<file path="config.mk">
export PLATFORM = sky130hd
export DESIGN_NAME = reg_file_2r1w
export DESIGN_NICKNAME = d
export VERILOG_FILES = /design/src/rtl/rf_pkg.sv /design/src/rtl/rf_scoreboard.sv /design/src/rtl/reg_file_2r1w.sv
export SDC_FILE = /design/constraint.sdc
export NUM_CORES = 1
export LEC_CHECK = 0
export BUFFER_PORTS_ARGS = -buffer_cell sky130_fd_sc_hd__buf_2
export CAP_MARGIN = 25
export CORE_MARGIN = 3
export CORE_UTILIZATION = 55
export CTS_CLUSTER_DIAMETER = 150
export CTS_CLUSTER_SIZE = 25
export DETAILED_ROUTE_END_ITERATION = 8
export GPL_ROUTABILITY_DRIVEN = 0
export HOLD_SLACK_MARGIN = 0.08
export PLACE_DENSITY = 0.75
export SLEW_MARGIN = 20
export SYNTH_ARGS = -nofsm -noshare
export SYNTH_HDL_FRONTEND = slang
export SYNTH_SLANG_ARGS = --single-unit
</file>
<file path="constraint.sdc">
create_clock -name clk -period 1.9 [get_ports clk]
set_input_delay 0.38 -clock clk [delete_from_list [all_inputs] [get_ports clk]]
set_output_delay 0.38 -clock clk [all_outputs]
set_load 0.01 [all_outputs]
</file>
<file path="src/rtl/rf_pkg.sv">
// Shared constants, writeback bus type and address-legality helper for the register file.
// No timing of its own.
// No flow control.
package rf_pkg;

  localparam int RF_DATA_W   = 8;
  localparam int RF_NUM_REGS = 8;
  localparam int RF_ADDR_W   = $clog2(RF_NUM_REGS);

  // Writeback bus from the ALU at the default register-file geometry.
  typedef struct packed {
    logic                 we;
    logic [RF_ADDR_W-1:0] addr;
    logic [RF_DATA_W-1:0] data;
  } rf_wr_t;

  // An address names a real, writable/lockable register.
  function automatic logic rf_addr_legal(input int unsigned addr,
                                         input int unsigned num_regs,
                                         input logic        zero_reg);
    return (addr < num_regs) && !(zero_reg && (addr == 0));
  endfunction

endpackage

</file>
<file path="src/rtl/rf_scoreboard.sv">
// Per-register pending bits: set by lock, cleared by legal writeback, looked up per read port.
// Pending lookups are combinational; updates take effect at the next clock edge.
// No backpressure; a lock in the same cycle as a clear of that register wins.
module rf_scoreboard
  import rf_pkg::*;
#(
  parameter int NUM_REGS = RF_NUM_REGS,
  parameter int ADDR_W   = $clog2(NUM_REGS),
  parameter bit ZERO_REG = 1'b1
) (
  input  logic              clk,
  input  logic              rst,
  input  logic              lock_en,
  input  logic [ADDR_W-1:0] lock_addr,
  input  logic              clr_en,
  input  logic [ADDR_W-1:0] clr_addr,
  input  logic [ADDR_W-1:0] raddr_a,
  input  logic [ADDR_W-1:0] raddr_b,
  output logic              pend_a,
  output logic              pend_b
);

  logic [NUM_REGS-1:0] pending;
  logic                lock_ok;

  assign lock_ok = lock_en && rf_addr_legal(32'(lock_addr), NUM_REGS, ZERO_REG);

  // clr_en only arrives for legal addresses; the lock is applied last so a newer producer wins.
  always_ff @(posedge clk) begin
    if (rst) begin
      pending <= '0;
    end else begin
      if (clr_en)  pending[clr_addr]  <= 1'b0;
      if (lock_ok) pending[lock_addr] <= 1'b1;
    end
  end

  assign pend_a = rf_addr_legal(32'(raddr_a), NUM_REGS, ZERO_REG) && pending[raddr_a];
  assign pend_b = rf_addr_legal(32'(raddr_b), NUM_REGS, ZERO_REG) && pending[raddr_b];

endmodule

</file>
<file path="src/rtl/reg_file_2r1w.sv">
// Two-read one-write register file with optional write bypass and per-register scoreboard.
// Read latency 0 (READ_REG=0) or 1 (READ_REG=1); busy flags are always combinational.
// No backpressure; decode must stall on busy_a/busy_b itself.
module reg_file_2r1w
  import rf_pkg::*;
#(
  parameter int DATA_W   = RF_DATA_W,
  parameter int NUM_REGS = RF_NUM_REGS,
  parameter int ADDR_W   = $clog2(NUM_REGS),
  parameter bit ZERO_REG = 1'b1,
  parameter bit BYPASS   = 1'b1,
  parameter bit READ_REG = 1'b0
) (
  input  logic              clk,
  input  logic              rst,
  input  logic              we,
  input  logic [ADDR_W-1:0] waddr,
  input  logic [DATA_W-1:0] wdata,
  input  logic [ADDR_W-1:0] raddr_a,
  output logic [DATA_W-1:0] rdata_a,
  input  logic [ADDR_W-1:0] raddr_b,
  output logic [DATA_W-1:0] rdata_b,
  input  logic              lock_en,
  input  logic [ADDR_W-1:0] lock_addr,
  output logic              busy_a,
  output logic              busy_b
);

  logic              wr_ok;
  logic [DATA_W-1:0] mem    [NUM_REGS];
  logic [ADDR_W-1:0] raddr  [2];
  logic [DATA_W-1:0] rd_sel [2];
  logic [DATA_W-1:0] rd_q   [2];
  logic [1:0]        fwd;
  logic [1:0]        pend;

  assign wr_ok    = we && rf_addr_legal(32'(waddr), NUM_REGS, ZERO_REG);
  assign raddr[0] = raddr_a;
  assign raddr[1] = raddr_b;

  always_ff @(posedge clk) begin
    if (rst) begin
      for (int i = 0; i < NUM_REGS; i++) mem[i] <= '0;
    end else if (wr_ok) begin
      mem[waddr] <= wdata;
    end
  end

  // A forward can only match a legal address, since wr_ok already requires one.
  always_comb begin
    for (int p = 0; p < 2; p++) begin
      fwd[p]    = BYPASS && wr_ok && (waddr == raddr[p]);
      rd_sel[p] = '0;
      if (rf_addr_legal(32'(raddr[p]), NUM_REGS, ZERO_REG)) begin
        rd_sel[p] = fwd[p] ? wdata : mem[raddr[p]];
      end
    end
  end

  if (READ_REG) begin : g_rd_reg
    always_ff @(posedge clk) begin
      if (rst) begin
        rd_q[0] <= '0;
        rd_q[1] <= '0;
      end else begin
        rd_q[0] <= rd_sel[0];
        rd_q[1] <= rd_sel[1];
      end
    end
  end else begin : g_rd_comb
    assign rd_q[0] = rd_sel[0];
    assign rd_q[1] = rd_sel[1];
  end

  assign rdata_a = rd_q[0];
  assign rdata_b = rd_q[1];

  rf_scoreboard #(
    .NUM_REGS (NUM_REGS),
    .ADDR_W   (ADDR_W),
    .ZERO_REG (ZERO_REG)
  ) u_sb (
    .clk       (clk),
    .rst       (rst),
    .lock_en   (lock_en),
    .lock_addr (lock_addr),
    .clr_en    (wr_ok),
    .clr_addr  (waddr),
    .raddr_a   (raddr_a),
    .raddr_b   (raddr_b),
    .pend_a    (pend[0]),
    .pend_b    (pend[1])
  );

  // An operand being written back this cycle is forwarded, so it is not busy.
  assign busy_a = pend[0] && !fwd[0];
  assign busy_b = pend[1] && !fwd[1];

endmodule

</file>
Word level (Yosys, flattened, before mapping)
Memory sizes are Yosys's and may differ from the RTL's.
Index checks and enable logic that the tools add are counted.
{"block": "word_totals", "ff_bits": 8, "latch_bits": 0, "ram_bits": 64, "rom_bits": 0, "wordCells": 57, "mem_count": 1}
{"name": "mem", "words": 8, "width": 8, "rd": 2, "rd_ports_with_merged_regs": 0, "wr": 8, "line": "reg_file_2r1w.sv:30", "text": "logic [DATA_W-1:0] mem [NUM_REGS];"}
{"block": "op_classes", "addsub": 0, "n_mul": 0, "div_mod_pow": 0, "order_cmp": 6, "n_eq_ne": 2, "shifts": 0, "n_mux": 23, "bitwise": 3, "n_reduce_logical": 21}
{"cell": "2-to-1 mux 8 bit", "count": 8}
{"cell": "less-than comparator 3 x 4 -> 1 bit, second input constant", "count": 4}
{"cell": "logical NOT 3 bit", "count": 4}
{"cell": "logical AND 1 bit", "count": 10}
{"cell": "2-to-1 mux 1 bit", "count": 10}
{"cell": "bitwise AND 8 bit", "count": 1}
{"cell": "NOT 8 bit", "count": 1}
{"cell": "OR 8 bit", "count": 1}
{"cell": "OR reduction 8 bit", "count": 1}
{"cell": "binary-select mux 1 bit (select 3 bit)", "count": 2}
{"cell": "demux 1 bit (select 3 bit)", "count": 2}
{"cell": "equality test 3 bit", "count": 2}
{"cell": ">= comparator 3 x 1 -> 1 bit, second input constant", "count": 2}
{"cell": "logical NOT 1 bit", "count": 6}
{"cell": "2-to-1 mux 3 bit", "count": 1}

Logic depth before layout (Yosys ltp)
{"block": "depth", "depth_word": 10, "ltp_mapped": 6, "depth_no_buf": 4}

By module
A second synthesis with hierarchy kept.
{"block": "hier_totals", "cells_unflattened": 299, "hier_area_um2": 4195.3}
{"mod": "reg_file_2r1w", "n_inst": 1, "cells_per_inst": 249, "area_each_um2": 3783.6, "seq_area_each_um2": 1921.8}
{"mod": "rf_scoreboard", "n_inst": 1, "cells_per_inst": 50, "area_each_um2": 411.6, "seq_area_each_um2": 140.1}

Worst setup path after synthesis
OpenSTA, ideal clock, no wires.
{"block": "synth_path", "path_kind": "input port to output port", "start": "input port waddr[0]", "end": "output port rdata_b[0]", "arrival_ps": 1495, "path_slack_ps": 25, "cell_stages": 6, "n_path_buf": 2, "cell_sequence": "buf_6 > nor4b_2 > o211ai_2 > and2_4 > buf_6 > o211a_1"}
{"block": "synth_via", "elab_chain_cells": 6, "elab_cells_between_ends": 7}
{"element": "from (decl)", "line": "reg_file_2r1w.sv:17", "text": "input logic [ADDR_W-1:0] waddr,"}
{"element": "logical NOT 3 bit", "line": "rf_pkg.sv:21", "text": "return (addr < num_regs) && !(zero_reg && (addr == 0));"}
{"element": "logical NOT 1 bit", "line": "rf_pkg.sv:21"}
{"element": "logical AND 1 bit", "line": "reg_file_2r1w.sv:37", "text": "assign wr_ok = we && rf_addr_legal(32'(waddr), NUM_REGS, ZERO_REG);"}
{"element": "logical AND 1 bit (*)", "line": "reg_file_2r1w.sv:52", "text": "fwd[p] = BYPASS && wr_ok && (waddr == raddr[p]);"}
{"element": "2-to-1 mux 8 bit (*)", "line": "reg_file_2r1w.sv:55", "text": "rd_sel[p] = fwd[p] ? wdata : mem[raddr[p]];"}
{"element": "2-to-1 mux 8 bit (*)", "line": "reg_file_2r1w.sv:54", "text": "if (rf_addr_legal(32'(raddr[p]), NUM_REGS, ZERO_REG)) begin"}
{"element": "to (decl)", "line": "reg_file_2r1w.sv:22", "text": "output logic [DATA_W-1:0] rdata_b,"}
Mark *: on every way between the ends. The rest lies on a longest branch, timed or not.

==> impl_results.md <==
* Outcome: complete, but fails checks
* Failing checks: negative setup slack
* Cell Count, Final, Fillers Out at 493
* GRT Util Overall at 0.257
* Top-area cell type share of the netlist area at 0.457
* Pin count of the biggest net entering global routing at 14
* H-tree depth at 3
* Diodes inserted at 0
* CTS tree: yes
* Vias/cell at 6.10
* Die width at 93.5 um
* Latest clock arrival within the worst-skew pair at 0.34 ns
* Tmin final at 2.20 ns
* Crit path kind: reg2out
* Placed cell areas at 0.00481 mm2
* Crit path from: mem[7][7]$_SDFFCE_PN0P_
* Initial Util at 0.574
* Area leader, netlist: edfxtp_1
* Root Driver: clkbuf_8
* Placed instance count at 471
* Synth Flop Type: edfxtp_1
* Clock slew seen by the registers of the worst setup and hold paths at 0.07 ns
* Synth unique cells at 33
* Initial antenna violation count at 0
* Core box area at 0.00733 mm2
* Buffers on Ports at 41
* Peak supply drop at 0.718 mV
* Fin Clk Skew at 0 ns
* Post-layout net count at 413
* Cell area after layout at 0.00511 mm2
* Worst Path Required at 1.52 ns
* Startpoint types: register
* Vias in the first global route at 2980
* Ys Warns at 0
* Cts hold-fix bufs at 0
* Max-cap violations at 0
* EDFF count, synth at 64
* HP Start: lock_addr[2]
* Leakage at 2.06 nW
* GRT overflow at 0
* Post-DP HPWL at 7730 um
* Tcrit/Tclk final at 1.16
* Final setup fails at 18
* Longest Clk Path Bufs at 2
* Area Overhead vs Synth at 21.6%
* Fraction of layout cells with a size suffix above 1 at 0.383
* Row Count at 31
* Die Y at 93.5 um
* Die area at 0.00873 mm2
* Pre-Repair DR Iteration Count at 5
* CP max FO at 2
* Min Hold Slack at 0.291 ns
* Violation count after the first detailed-routing iteration at 205
* Cell area power density at 726 mW/mm2
* Max transition margin at 0.386
* Synth top cells by count: edfxtp_1 (64), and2_1 (60), mux4_2 (32)
* Crit path DAT at 1.82 ns
* Async set or reset register ratio after synthesis at 0
* Mapped Cells at 304
* Max-slew violations at 0
* Mapped Area at 0.00421 mm2
* Max Fclk at 0.455 GHz
* Mapped Avg Cell Area at 13.8 um2
* Register bit total from synthesis at 71
* Register area share after synthesis at 0.490
* CTS buffer count at 9
* RSZ-0062 raised after global routing: yes
* Slowest cell on crit path: mux4_2
* HP Class: in2reg
* Most common cell in the netlist: edfxtp_1
* Sink Count at 71
* Routed wire length at 10500 um
* DRT antenna net count at 0
* Via Count at 3006
* Drt wl/cell at 21.3 um
* Critical Path Max Stage Delay at 0.52 ns
* Synth area leaders: edfxtp_1 (46%), mux4_2 (17%), and2_1 (8.9%)
* RR Startpoint: u_sb.pending[7]$_SDFF_PP0_
* Residual DRC count at 0
* Final setup margin at -0.299 ns
* Num ports at 42
* Least-Margin Pin Slew at 0.915 ns
* Final Hold Violating Endpoints at 0
* DP Worst Slack at -0.300 ns
* Nature of the critical path endpoint: primary output
* First-pass GRT wire length at 16500 um
* Critical path, cell by cell: mux4_2, mux2i_1, nand3_1, o211a_1, buf_2
[cells in the final DEF, fill, tap and decap left out]
cell,n
inv_1,7
clkinvlp_4,3
o31ai_1,1
o22ai_1,1
buf_4,33
xnor2_2,2
nor3_1,4
nand2_2,1
and2_4,2
nand4_2,2
nand2_1,8
o21ai_1,1
or3_1,2
dfxtp_2,2
o211ai_2,2
nor4b_2,2
o21ai_0,12
o211a_1,16
buf_2,37
nor2_1,4
dfxtp_1,5
inv_2,1
o21ai_2,1
clkbuf_8,11
buf_6,4
conb_1,8
buf_16,2
and3b_1,2
mux2_2,2
edfxtp_1,64
xnor2_1,2
nand3_1,21
nand2b_1,3
and2_1,60
buf_12,8
nor2b_1,4
mux4_2,34
clkinv_2,2
mux2i_1,18
[critical path, delay by kind of cell, from the launching register on]
kind                   cells  cell delay, ns
AO/OA/AOI/OAI              1            0.12
buffers and inverters      1            0.14
flip-flops                 1            0.42
multiplexers               2            0.71
AND/OR/NAND/NOR            1            0.10
[through the flow]
step            util  total power, mW  TNS [ns]
3_5_place_dp   0.656             2.59     -4.24
2_1_floorplan      -             2.30         0
3_3_place_gp   0.656             2.57     -3.82
6_report       0.698             3.71     -3.68
5_1_grt        0.698             3.84     -5.05
4_1_cts        0.695             3.70     -3.60
[power by group]
group | internal, mW | switching, mW | total, mW
clock | 0.540 | 0.568 | 1.11
combinational | 0.387 | 0.361 | 0.748
sequential | 1.80 | 0.0522 | 1.86
[registers in the layout (all words and copies together), names as in the netlist]
name and count:
mem 64, u_sb.pending 7
[path summary, 6_finish.rpt]
| path | slack, ns | cells after the start | to |
|---|---|---|---|
| min reg2reg | 0.50 | 2 | u_sb.pending[5]$_SDFF_PP0_ |
| max | -0.30 | 5 | rdata_b[7] |
| min | 0.29 | 2 | u_sb.pending[2]$_SDFF_PP0_ |
| max reg2reg | 1.19 | 3 | u_sb.pending[7]$_SDFF_PP0_ |
[area by class of cell]
cell class / instances / area [um2]
Sequential cell: 71 / 2060
Multi-Input combinational cell: 215 / 2020
Tap cell: 99 / 124
Clock buffer: 11 / 151
Clock inverter: 5 / 32.5
Inverter: 8 / 30.0
Timing Repair Buffer: 84 / 693
Fill cell: 528 / 2220
[what timing repair did]
action	in CTS	in global routing
setup endpoints to repair	18	18
cloned	2	0
setup buffers	4	0
resized for setup	15	4
pin swaps	19	1
[cell families after synthesis]
kind of cell | after synthesis | synth area share
AND/OR/NAND/NOR | 115 | 0.165
flip-flops | 71 | 0.490
multiplexers | 54 | 0.232
AO/OA/AOI/OAI | 34 | 0.0640
buffers and inverters | 25 | 0.0357
XOR/XNOR | 4 | 0.0119
other | 1 | 0.000891
[per-layer routing]
metal / track usage / vias to the layer above / wire length [um]
li1: - / 1338 / -
met1: 0.341 / 1511 / 4120
met2: 0.438 / 143 / 5410
met3: 0.0394 / 14 / 797
met4: 0.0733 / 0 / 159
met5: 0 / - / 0
(Power assumes the default switching activity.)
